### src/rtl/disp_pkg.sv
// Shared types and constants for the display datapath (binary-to-BCD front end).
package disp_pkg;

    typedef enum logic [1:0] {
        IDLE  = 2'd0,
        SHIFT = 2'd1,
        DONE  = 2'd2
    } b2b_state_t;

    // Nibbles at or above this value get the +3 correction before each shift
    localparam logic [3:0] NIB_ADJ_THR = 4'd5;
    localparam logic [3:0] NIB_ADJ_ADD = 4'd3;

    // Largest value representable in the given number of BCD digits (10**digits - 1)
    function automatic int unsigned max_bcd_val(input int unsigned digits);
        int unsigned v;
        v = 1;
        for (int unsigned i = 0; i < digits; i++) begin
            v = v * 10;
        end
        return v - 1;
    endfunction

endpackage

### src/rtl/bin_to_bcd_seq_adj.sv
// Single BCD digit correction for double-dabble: +3 when the nibble is 5 or more.
module bcd_digit_adj
    import disp_pkg::*;
(
    input  logic [3:0] din,
    output logic [3:0] dout_c
);

    // Pre-shift correction; input is at most 9 so the 4-bit sum never exceeds 12
    always_comb begin
        dout_c = (din >= NIB_ADJ_THR) ? (din + NIB_ADJ_ADD) : din;
    end

endmodule

### src/rtl/bin_to_bcd_seq.sv
// Sequential shift-add-3 binary to packed BCD converter feeding the 7-seg driver.
// Optional build macro BCD_SAT_EN: saturate bcd to all-nines on overflow
// instead of reporting the truncated (mod 10**DIGITS) value.
module bin_to_bcd_seq
    import disp_pkg::*;
#(
    parameter int unsigned BIN_W  = 14,
    parameter int unsigned DIGITS = 4
) (
    input  logic                  clk,
    input  logic                  rst,
    input  logic                  start,
    input  logic [BIN_W-1:0]      bin,
    output logic                  busy,
    output logic                  done,
    output logic [4*DIGITS-1:0]   bcd,
    output logic                  ovf
);

    localparam int unsigned BCD_W       = 4 * DIGITS;
    localparam int unsigned CNT_W       = $clog2(BIN_W + 1);
    localparam int unsigned MAX_BCD_VAL = max_bcd_val(DIGITS);

    localparam logic [BCD_W-1:0] SAT_VAL  = {DIGITS{4'h9}};
    localparam logic [CNT_W-1:0] CNT_LAST = CNT_W'(BIN_W - 1);

    b2b_state_t         state_q, state_d;
    logic [BIN_W-1:0]   shreg_q, shreg_d;
    logic [BCD_W-1:0]   scr_q, scr_d;
    logic [CNT_W-1:0]   cnt_q, cnt_d;
    logic               ovf_next_q, ovf_next_d;
    logic [BCD_W-1:0]   bcd_q, bcd_d;
    logic               ovf_q, ovf_d;
    logic               busy_q, busy_d;
    logic               done_q, done_d;

    logic [BCD_W-1:0]   scr_adj;
    logic [BCD_W-1:0]   scr_shift;
    logic [BCD_W-1:0]   bcd_final;

    // Per-digit +3 correction, all digits in parallel
    for (genvar k = 0; k < DIGITS; k++) begin : g_adj
        bcd_digit_adj u_adj (
            .din    (scr_q[4*k+3 -: 4]),
            .dout_c (scr_adj[4*k+3 -: 4])
        );
    end

    // Adjusted scratch shifted left; the bit leaving the top digit is dropped
    always_comb begin
        scr_shift = BCD_W'({scr_adj, shreg_q[BIN_W-1]});
    end

    // Value published on completion: truncated or saturated on overflow
    always_comb begin
`ifdef BCD_SAT_EN
        bcd_final = ovf_next_q ? SAT_VAL : scr_shift;
`else
        bcd_final = scr_shift;
`endif
    end

    // Next-state and registered-output logic
    always_comb begin
        state_d    = state_q;
        shreg_d    = shreg_q;
        scr_d      = scr_q;
        cnt_d      = cnt_q;
        ovf_next_d = ovf_next_q;
        bcd_d      = bcd_q;
        ovf_d      = ovf_q;
        busy_d     = busy_q;
        done_d     = 1'b0;

        case (state_q)
            IDLE: begin
                busy_d = 1'b0;
                if (start) begin
                    state_d    = SHIFT;
                    shreg_d    = bin;
                    scr_d      = '0;
                    cnt_d      = '0;
                    ovf_next_d = (32'(bin) > MAX_BCD_VAL);
                    busy_d     = 1'b1;
                end
            end
            SHIFT: begin
                scr_d   = scr_shift;
                shreg_d = BIN_W'({shreg_q, 1'b0});
                cnt_d   = cnt_q + CNT_W'(1);
                // Last iteration: publish so bcd/ovf/done appear together in DONE
                if (cnt_q == CNT_LAST) begin
                    state_d = DONE;
                    bcd_d   = bcd_final;
                    ovf_d   = ovf_next_q;
                    done_d  = 1'b1;
                end
            end
            DONE: begin
                state_d = IDLE;
                busy_d  = 1'b0;
            end
            default: begin
                state_d = IDLE;
                busy_d  = 1'b0;
            end
        endcase
    end

    // State and output registers with asynchronous reset
    always_ff @(posedge clk or posedge rst) begin
        if (rst) begin
            state_q    <= IDLE;
            shreg_q    <= '0;
            scr_q      <= '0;
            cnt_q      <= '0;
            ovf_next_q <= 1'b0;
            bcd_q      <= '0;
            ovf_q      <= 1'b0;
            busy_q     <= 1'b0;
            done_q     <= 1'b0;
        end else begin
            state_q    <= state_d;
            shreg_q    <= shreg_d;
            scr_q      <= scr_d;
            cnt_q      <= cnt_d;
            ovf_next_q <= ovf_next_d;
            bcd_q      <= bcd_d;
            ovf_q      <= ovf_d;
            busy_q     <= busy_d;
            done_q     <= done_d;
        end
    end

    assign busy = busy_q;
    assign done = done_q;
    assign bcd  = bcd_q;
    assign ovf  = ovf_q;

endmodule
### config.mk
export PLATFORM = sky130hd
export DESIGN_NAME = bin_to_bcd_seq
export DESIGN_NICKNAME = d
export VERILOG_FILES = /design/src/rtl/disp_pkg.sv /design/src/rtl/bin_to_bcd_seq_adj.sv /design/src/rtl/bin_to_bcd_seq.sv
export SDC_FILE = /design/constraint.sdc
export NUM_CORES = 1
export LEC_CHECK = 0
export BUFFER_PORTS_ARGS = -buffer_cell sky130_fd_sc_hd__buf_2
export CAP_MARGIN = 10
export CORE_MARGIN = 1.5
export CORE_UTILIZATION = 56
export DETAILED_ROUTE_END_ITERATION = 10
export GPL_TIMING_DRIVEN = 0
export PLACE_DENSITY = 0.87
export SYNTH_ARGS = -nofsm -noshare
export SYNTH_HDL_FRONTEND = slang
export SYNTH_SLANG_ARGS = --single-unit
### constraint.sdc
create_clock -name clk -period 2 [get_ports clk]
set_input_delay 0.1 -clock clk [delete_from_list [all_inputs] [get_ports clk]]
set_output_delay 0.1 -clock clk [all_outputs]
set_load 0.03 [all_outputs]
==> run_results.csv <==
group,metric,value,unit
clock_tree,cts_max_level,2,
hold_path,hold_path_class,"in -> reg",
logic_synthesis,synth.avg_cell_area,9.74,um^2
sta,rsz0062_at_grt,"false",
floorplan,die_w,71.0,um
power,peakVddDrop,0.000752,V
power,power.density,1740,nW/um^2
critical_path,crit_path_end_kind,"register",
critical_path,reg2reg_depth,6,
floorplan,core,4410,um^2
floorplan,die-height,71.0,um
finish,drive_above_1_share,21.3,%
logic_synthesis,ys_types,31,
floorplan,io_pins,36,
clock_tree,cts_tree,"built",
sta,final-max-slew-violation-count,0,
outcome,violations,"negative hold slack",
logic_synthesis,synthFlopType,"dfrtp_1",
sta,fin_skew,0.0122,ns
place,dpl.hpwl,3.78,mm
critical_path,path_cells,"inv_1, ha_1, nand2b_1, a21oi_1, mux2_2, o21ai_0",
clock_tree,clk-insertion-delay-late,0.32,ns
clock_tree,cts_resized,0,
clock_tree,cts-root-buf,"clkbuf_8",
sta,setup_violations,0,
routing,routed_wl,5.34,mm
global_route,grt_pass1_wl,9.38,mm
clock_tree,clk_pin_slew,0.11,ns
finish,final_area,3000,um^2
sta,relSlewSlack,60.1,%
sta,fmax,0.585,GHz
place,dpl_cell_area,2850,um^2
routing,wl_per_cell,14.6,um
hold_path,min_path_cells,3,
place,port_buffers,35,
critical_path,reg2reg_slack,0.29,ns
global_route,grt_usage,23.6,%
finish,n_antenna_cell,0,
logic_synthesis,ys_ff_latch,56,
logic_synthesis,async_reset_ff_share,100,%
routing,drcViolationCount,0,
logic_synthesis,synth_edf_count,0,
floorplan,start_util,58.7,%
critical_path,slowest_delay,0.42,ns
floorplan,rows,24,
global_route,grt_max_degree,39,
critical_path,path_max_fanout,4,
clock_tree,postCtsSetupBuffers,0,
critical_path,crit_slowest_cell,"dfrtp_1",
global_route,overflow,0,
routing,antenna_left,0,
logic_synthesis,yosysWarnings,0,
logic_synthesis,synth_area,2590,um^2
sta,period_needed,1.71,ns
global_route,grt_antenna_before_repair,0,
outcome,status,"finished with violations",
critical_path,cp-start-kind,"register",
routing,firstDrtPassIters,5,
floorplan,die-area,5040,um^2
critical_path,critical_path_class,"reg -> reg",
clock_tree,clk_path_buf_depth,2,
clock_tree,cts_buffers,5,
routing,via_count,2084,
finish,instances_no_fill,366,
clock_tree,clock_sinks,56,
sta,finalHoldViolCount,1,
routing,drt_iter0_markers,184,
finish,finalNetCount,340,
logic_synthesis,synthesis.instances,266,
logic_synthesis,synth_nets,293,
power,power.leakage,1.46,nW
global_route,grt_pass1_vias,2072,
logic_synthesis,ys_seq_area_share,54.1,%
place,place_inst,354,
sta,hold_slack,-0.00245,ns
place,place.gp.congestion,0.784,
critical_path,worstPathRequired,2.24,ns
flow_run,cap_violations,0,
routing,viasPerCell,5.69,
sta,layout_worst_path_cycle_share,85.5,%
finish,syn_to_final_growth,15.9,%
sta,tightest_slew,0.595,ns
critical_path,arrival,1.95,ns
[routing by layer]
layer  part of all wire (%)  global-route usage (%)  up-vias
met5                      0                       0        -
met4                    2.1                    11.9        0
met3                    4.4                    3.99       11
met2                     49                    36.9       57
met1                     45                    32.1     1009
li1                       -                       -     1007
[flip-flops by register name (all words and copies together) (netlist names)]
signal and flops:
cnt_q 4, scr_q 16, bcd 16, state_q 2, busy 1, ovf 1
shreg_q 14, ovf_next_q 1, done 1
[repair_timing]
action,4_1_cts,5_1_grt
setup endpoints to repair,0,0
hold endpoints to repair,21,0
hold buffers,4,0
[placed cells by master (no fill, tap or decap), types with 2 or more instances in the layout]
master and count:
nand2_1 58, dfrtp_1 56, buf_2 40, o21ai_0 26, nand3_1 15, a22oi_1 13, inv_1 11, ha_1 10
o21ai_1 8, nor2_1 8, a21oi_1 7, nand2b_1 5, o21ai_2 5, clkbuf_8 5, a31oi_1 4, clkbuf_1 4
nor3_1 4, xnor2_1 4, mux2_2 4, dlygate4sd3_1 4, buf_6 3, nor3b_1 3, or3b_2 2
[report_power, final]
part	internal, mW	switching, mW
registers	1.66	0.352
clock network	0.371	0.370
logic	0.893	1.59
[synth_stat cells, drive strengths merged (2+ instances only)]
library cell | instances | area, um^2
nand2 | 58 | 218
dfrtp | 56 | 1400
o21ai | 39 | 214
nand3 | 15 | 75.1
a22oi | 13 | 97.6
inv | 12 | 45.0
ha | 10 | 125
nor2 | 9 | 36.3
buf | 8 | 58.8
a21oi | 7 | 35.0
nand2b | 5 | 31.3
a31oi | 4 | 25.0
clkbuf | 4 | 15.0
mux2 | 4 | 45.0
nor3 | 4 | 20.0
nor3b | 4 | 35.0
xnor2 | 4 | 35.0
or3b | 2 | 17.5
[area by class of cell]
cell class / count / area (um^2)
fillers: 332 / 1410
inverters: 13 / 53.8
well taps: 52 / 65.1
clock buffers: 5 / 68.8
multi-input cells: 185 / 1060
repair buffers: 40 / 235
clock inverters: 3 / 42.5
plain buffers: 12 / 73.8
flip-flops and latches: 56 / 1400
[worst paths after layout]
check | from | end
setup / recovery | scr_q[0] | scr_q[2]
hold / removal | bin[2] | shreg_q[2]
setup reg to reg | scr_q[0] | scr_q[2]
hold reg to reg | bcd[4] | bcd[4]
max in group asynchronous | rst | bcd[15]
min in group asynchronous | rst | shreg_q[1]
[metrics by stage]
stage	power, mW	setup TNS (ns)	util, %	setup WS (ns)
floorplan	3.82	0	-	0.484
detailed placement	4.50	0	64.6	0.314
finish	5.23	0	68.0	0.290
global route	5.66	0	68.0	0.108
CTS	5.25	0	68.0	0.289
global placement	4.33	-7.50	64.1	-0.136
[cell families (layout without fill, tap and decap cells)]
family                     Yosys count  in the layout  synth area share, %
muxes                                5              5                 2.13
adders and majority gates           10             10                 4.83
buffers and inverters               25             73                 4.93
DFF                                 56             56                 54.1
AOI/OAI and AO/OA                   65             65                 15.0
xor gates and xnor gates             4              4                 1.35
and+or+nand+nor                    101            101                 17.7
[critical path, delay by kind of cell, from the launching register on]
kind	cells	cell delay [ns]
flops	1	0.42
mux	1	0.40
compound gates	2	0.38
fa+ha+maj	1	0.23
buf+inv	1	0.12
simple gates	1	0.09
Note: power is estimated with default switching activity, not from simulation.
